===== config.mk =====
export PLATFORM = sky130hd
export DESIGN_NAME = bdu_scheduler
export DESIGN_NICKNAME = d
export VERILOG_FILES = /design/src/rtl/bdu_scheduler.sv
export SDC_FILE = /design/constraint.sdc
export NUM_CORES = 1
export LEC_CHECK = 0
export ABC_AREA = 0
export CAP_MARGIN = 20
export CORE_UTILIZATION = 34
export DETAILED_ROUTE_END_ITERATION = 16
export GPL_ROUTABILITY_DRIVEN = 0
export MAX_ROUTING_LAYER = met4
export PLACE_DENSITY = 0.67
export SYNTH_ARGS = -nofsm -noshare
export SYNTH_HDL_FRONTEND = slang
export SYNTH_SLANG_ARGS = --single-unit

===== constraint.sdc =====
create_clock -name clk -period 2.9 [get_ports clk]
set_input_delay 0.435 -clock clk [delete_from_list [all_inputs] [get_ports clk]]
set_output_delay 0.435 -clock clk [all_outputs]
set_load 0.02 [all_outputs]

===== src/rtl/bdu_scheduler.sv =====
// rtl/bdu_scheduler.sv - query/reference bit-serial sequencer for one BDU; BDU_SCHED_EARLY_TERM_EN enables early-termination abort
module bdu_scheduler #(
  parameter int B     = 32,
  parameter int IDX_W = 16
) (
  input  logic                 clk,
  input  logic                 rst,
  input  logic                 q_load,
  input  logic [B-1:0]         q_x,
  input  logic [B-1:0]         q_y,
  input  logic [B-1:0]         q_z,
  input  logic [B-1:0]         thr_in,
  input  logic                 ref_valid,
  output logic                 ref_ready,
  input  logic [B-1:0]         ref_x,
  input  logic [B-1:0]         ref_y,
  input  logic [B-1:0]         ref_z,
  input  logic [IDX_W-1:0]     ref_idx,
  output logic                 bdu_clr,
  output logic                 bdu_valid,
  output logic                 bdu_q_bit,
  output logic                 bdu_r_bit,
  output logic [1:0]           bdu_code,
  output logic [$clog2(B)-1:0] bdu_b,
  output logic [B-1:0]         bdu_threshold,
  input  logic                 bdu_terminate,
  input  logic                 bdu_done,
  input  logic [B-1:0]         bdu_dist,
  output logic                 res_valid,
  input  logic                 res_ready,
  output logic [IDX_W-1:0]     res_idx,
  output logic [B-1:0]         res_dist,
  output logic                 res_pruned,
  output logic                 busy
);

  localparam int KW = $clog2(B);
  localparam logic [KW-1:0] K_LAST = KW'(B - 1);

  typedef enum logic [2:0] {IDLE, CLEAR, STREAM, DRAIN, RESULT} state_t;
  state_t state, state_nx;

  logic [B-1:0]     qx_r, qy_r, qz_r, thr_r;
  logic [B-1:0]     rx_r, ry_r, rz_r, dist_r;
  logic [IDX_W-1:0] idx_r;
  logic             q_loaded, pruned_r, sticky_r;
  logic [KW-1:0]    k_r;
  logic [1:0]       c_r;
  logic             ld_query, ld_ref, ld_res, pruned_nx, set_sticky, last_bit;
  logic [KW-1:0]    bit_sel;

  assign ref_ready = (state == IDLE) && q_loaded && !q_load;
  assign last_bit  = (c_r == 2'd3) && (k_r == K_LAST);

  always_ff @(posedge clk or negedge rst) begin
    if (!rst) state <= IDLE;
    else      state <= state_nx;
  end

  always_comb begin
    state_nx   = state;
    ld_query   = 1'b0;
    ld_ref     = 1'b0;
    ld_res     = 1'b0;
    pruned_nx  = 1'b0;
    set_sticky = 1'b0;
    case (state)
      IDLE: begin
        if (q_load) begin
          ld_query = 1'b1;
        end else if (ref_valid && ref_ready) begin
          ld_ref   = 1'b1;
          state_nx = CLEAR;
        end
      end
      CLEAR: state_nx = STREAM;
      STREAM: begin
`ifdef BDU_SCHED_EARLY_TERM_EN
        if (bdu_terminate) begin
          ld_res    = 1'b1;
          pruned_nx = 1'b1;
          state_nx  = RESULT;
        end else if (last_bit) begin
          state_nx = DRAIN;
        end
`else
        // terminate is only remembered here; the full stream always runs
        set_sticky = bdu_terminate;
        if (last_bit) state_nx = DRAIN;
`endif
      end
      DRAIN: begin
        if (bdu_done || bdu_terminate) begin
          ld_res    = 1'b1;
          pruned_nx = bdu_terminate || sticky_r;
          state_nx  = RESULT;
        end
      end
      RESULT: if (res_ready) state_nx = IDLE;
      default: state_nx = IDLE;
    endcase
  end

  always_ff @(posedge clk or negedge rst) begin
    if (!rst) begin
      qx_r     <= '0;
      qy_r     <= '0;
      qz_r     <= '0;
      thr_r    <= '0;
      q_loaded <= 1'b0;
      rx_r     <= '0;
      ry_r     <= '0;
      rz_r     <= '0;
      idx_r    <= '0;
      k_r      <= '0;
      c_r      <= 2'd0;
      sticky_r <= 1'b0;
      dist_r   <= '0;
      pruned_r <= 1'b0;
    end else begin
      if (ld_query) begin
        qx_r     <= q_x;
        qy_r     <= q_y;
        qz_r     <= q_z;
        thr_r    <= thr_in;
        q_loaded <= 1'b1;
      end
      if (ld_ref) begin
        rx_r  <= ref_x;
        ry_r  <= ref_y;
        rz_r  <= ref_z;
        idx_r <= ref_idx;
      end
      if (state == CLEAR) begin
        k_r      <= '0;
        c_r      <= 2'd1;
        sticky_r <= 1'b0;
      end else if (state == STREAM) begin
        if (c_r == 2'd3) begin
          c_r <= 2'd1;
          k_r <= k_r + KW'(1);
        end else begin
          c_r <= c_r + 2'd1;
        end
        if (set_sticky) sticky_r <= 1'b1;
      end
      if (ld_res) begin
        dist_r   <= bdu_dist;
        pruned_r <= pruned_nx;
      end
    end
  end

  // k counts from the MSB, so the bit position is the complement within B
  assign bit_sel = K_LAST - k_r;

  always_comb begin
    bdu_q_bit = 1'b0;
    bdu_r_bit = 1'b0;
    bdu_code  = 2'd0;
    bdu_b     = '0;
    if (state == STREAM) begin
      bdu_code = c_r;
      bdu_b    = k_r + KW'(1);
      case (c_r)
        2'd1: begin bdu_q_bit = qx_r[bit_sel]; bdu_r_bit = rx_r[bit_sel]; end
        2'd2: begin bdu_q_bit = qy_r[bit_sel]; bdu_r_bit = ry_r[bit_sel]; end
        2'd3: begin bdu_q_bit = qz_r[bit_sel]; bdu_r_bit = rz_r[bit_sel]; end
        default: begin bdu_q_bit = 1'b0; bdu_r_bit = 1'b0; end
      endcase
    end
  end

  assign bdu_clr       = (state == CLEAR);
  assign bdu_valid     = (state == STREAM);
  assign bdu_threshold = thr_r;
  assign res_valid     = (state == RESULT);
  assign res_idx       = idx_r;
  assign res_dist      = dist_r;
  assign res_pruned    = pruned_r;
  assign busy          = (state != IDLE);

endmodule


==> impl_results.md <==
- GRT busiest layer: met2
- Most common cell after layout, fill and taps aside: clkdlybuf4s50_1
- Worst-Skew Late Latency: 0.54 ns
- Final TNS setup: -0.173 ns
- Sequential fraction of the synthesis area: 0.567
- Area grow syn2layout: 47.8%
- DIE AREA: between 0.03 and 0.04 mm^2
- Via/cell ratio: 4.86
- Routed length per instance: 21.2 um
- Mapped Area: 0.0126 mm^2
- Fin cells: about 1700
- Die Span Y: 194 um
- Layout cell share with drive strength beyond 1: 0.375
- Max VDD drop: 0.000726 V
- Clock transition at path regs: 0.06 ns
- Setup crit start kind: flop
- Layout Skew: 0.0240 ns
- Crit Path Max Fanout: 7
- Final #Nets: 1473
- Status: finished, violations left
- Buffers on Ports: 373
- Mapped Nets: 1063
- Flops & latches, synth: between 200 and 300
- GRT overflow: 0
- Initial DRC Count: 495
- Cell leakage power: 7.83 nW
- Worst-margin pin slew: 0.484 ns
- Worst Setup End Kind: output pin
- Most frequent cells in the layout: clkdlybuf4s50_1 (361), dfrtp_1 (283), mux2_2 (204)
- M3 GR Usage: 0.0630
- Post-DP HPWL: about 26000 um
- Post-synth cell types: 37
- Met2 Use GR: 0.311
- Vias: 8206
- Initial antenna violation count: 6
- Failing checks: setup timing
- Core region area: approximately 0.037 mm^2
- Max Buffers Root-to-Sink: 3
- Drt first pass iters: 4
- Syn Area/Cell: 16.2 um^2
- CTS buffer count: 36
- Endpoints failing setup: 3
- Share of the synthesized area in the top cell type: 0.567
- First-pass GRT wire length: 55700 um
- Fin. Hold Viols: 0
- Tot GR Track Use: 0.200
- Met1 Use GR: 0.252
- Final antenna-violating net count: 0
- Yosys top cell by area: dfrtp_1
- Largest net degree at the start of global routing: 87
- Top post-synthesis cells by area: dfrtp_1 (57%), mux2_2 (18%), mux4_2 (8.6%)
- Max Slew Vio Count: 0
- I/O Pins: between 300 and 400
- Slew HR: 0.677
- Sink Count: 285
- Die Width: a little under 200 um
- Row cnt: 70
- Final WS setup: -0.112 ns
- P per Cell Area: 1100 mW/mm^2
- Required @ worst endpoint: 2.47 ns
- Unrepaired setup endpoints after global routing: yes
- Max Freq: around 330 MHz
- Final Critical Period: about 3 ns
- WL final: 35800 um
- Hold WC Path Type: in -> async
- CTS tree: done
- Arr. time, crit path: 2.58 ns
- Cells after Synth: 778
- Inst Count DP: between 1500 and 2000
- DRC violations left: 0
- Final Cycle Share: 1.04
- Layout Utilization: 0.509
- Crit Path Class: reg -> out
- CTS root buf: clkbuf_16
- Warnings from Yosys: 0
- Vias in the first global route: 9239
- Max cap viols: 0
- Initial Util: 0.345
- H-tree depth: 2
-- sequential cells by signal (all words and copies together) (netlist names), 3 cells and up --
signal,flops
res_idx,16
rx_r,32
ry_r,32
k_r,5
qx_r,32
rz_r,32
qz_r,32
state,3
qy_r,32
res_dist,32
bdu_threshold,32
-- cell usage after synthesis, drive strengths merged --
| library cell | number |
|---|---|
| nand3 | 7 |
| a21o | 2 |
| a21oi | 11 |
| or3b | 1 |
| o2bb2ai | 1 |
| or2 | 1 |
| o31ai | 2 |
| o211ai | 5 |
| ha | 6 |
| clkbuf | 11 |
| xor2 | 1 |
| mux4 | 48 |
| nor3b | 1 |
| nor2 | 16 |
| nor4b | 1 |
| nand2 | 16 |
| buf | 39 |
| mux2 | 273 |
| nor3 | 2 |
| or3 | 1 |
| dfrtp | 285 |
| nand3b | 1 |
| a22o | 1 |
| a31oi | 2 |
| o21ai | 4 |
| nand2b | 2 |
| inv | 8 |
| and2 | 2 |
| and3 | 1 |
| nor2b | 3 |
| a22oi | 20 |
| mux2i | 4 |
-- cell families (layout without fill, tap and decap cells) --
| kind of cell | after synthesis | count (layout) | share of synthesized area |
|---|---|---|---|
| buffers and inverters | 58 | 496 | 0.0251 |
| multiplexers | 325 | 325 | 0.354 |
| AND/OR/NAND/NOR | 55 | 55 | 0.0221 |
| flip-flops | 285 | 285 | 0.567 |
| other | 0 | 6 | 0 |
| adder cells (fa/ha/maj) | 6 | 6 | 0.00596 |
| AO/OA/AOI/OAI | 48 | 48 | 0.0256 |
| XOR/XNOR | 1 | 1 | 0.000696 |
-- critical path, cell delays in order (launching register included) --
cell      delay (ns)
dfrtp_4         0.52
buf_4           0.17
buf_12          0.14
mux4_2          0.43
a22oi_2         0.19
nand2_1         0.07
o211ai_1        0.22
o211ai_1        0.12
buf_4           0.18
-- per-layer routing --
layer | vias up | wire length [um] | share of wire
met5 | - | 0 | 0
met4 | 0 | 566 | 0.016
met3 | 45 | 2710 | 0.076
met2 | 273 | 17400 | 0.48
met1 | 4183 | 15200 | 0.42
li1 | 3705 | - | -
-- layout make-up --
class	count	area [um^2]
clock inverter	19	294
sequential	285	7140
fill	3050	17900
tap	468	586
multi-input combinational	435	5210
antenna	6	15.0
inverter	8	30.0
timing repair buffer	422	4290
clock buffer	47	1040
-- per-stage QoR --
stage / instance area [um^2] / setup WS (ns) / hold slack, ns / total power [W]
after floorplan: 12600 / 0.545 / 0.139 / 0.0122
after CTS: 18500 / -0.155 / 0.373 / 0.0206
after global routing: 18600 / -0.258 / 0.398 / 0.0216
after detailed placement: 17100 / 0.0309 / 0.347 / 0.0154
final: 18600 / -0.112 / 0.385 / 0.0205
after global placement: 17100 / 0.0718 / 0.352 / 0.0152
-- path summary, 6_finish.rpt --
check                      startpoint               end  slack (ns)  depth (start not counted)
max reg2reg                  state[0]          ry_r[15]        0.46                          7
min                               rst          rx_r[21]        0.38                          2
min in group clk             q_loaded          q_loaded        0.46                          1
max                            k_r[0]         bdu_q_bit       -0.11                          8
max in group asynchronous         rst  bdu_threshold[3]        1.66                          4
min reg2reg                  q_loaded          q_loaded        0.46                          1
-- power breakdown --
group | total (W) | internal, W | switching (W) | leakage, nW
Combinational | 0.00829 | 0.00505 | 0.00324 | 3.81
Sequential | 0.00723 | 0.00600 | 0.00122 | 3.37
Clock | 0.00497 | 0.00318 | 0.00179 | 0.662
Total | 0.0205 | 0.0142 | 0.00625 | 7.83
-- repair_timing --
action	4_1_cts	5_1_grt
cloned	1	2
gates resized for setup	28	12
setup buffers	4	2
pin swaps	3	7
endpoints found under the hold margin	36	0
setup endpoints to repair	11	3
hold buffers	1	0
Note: power is estimated with default switching activity, not from simulation.
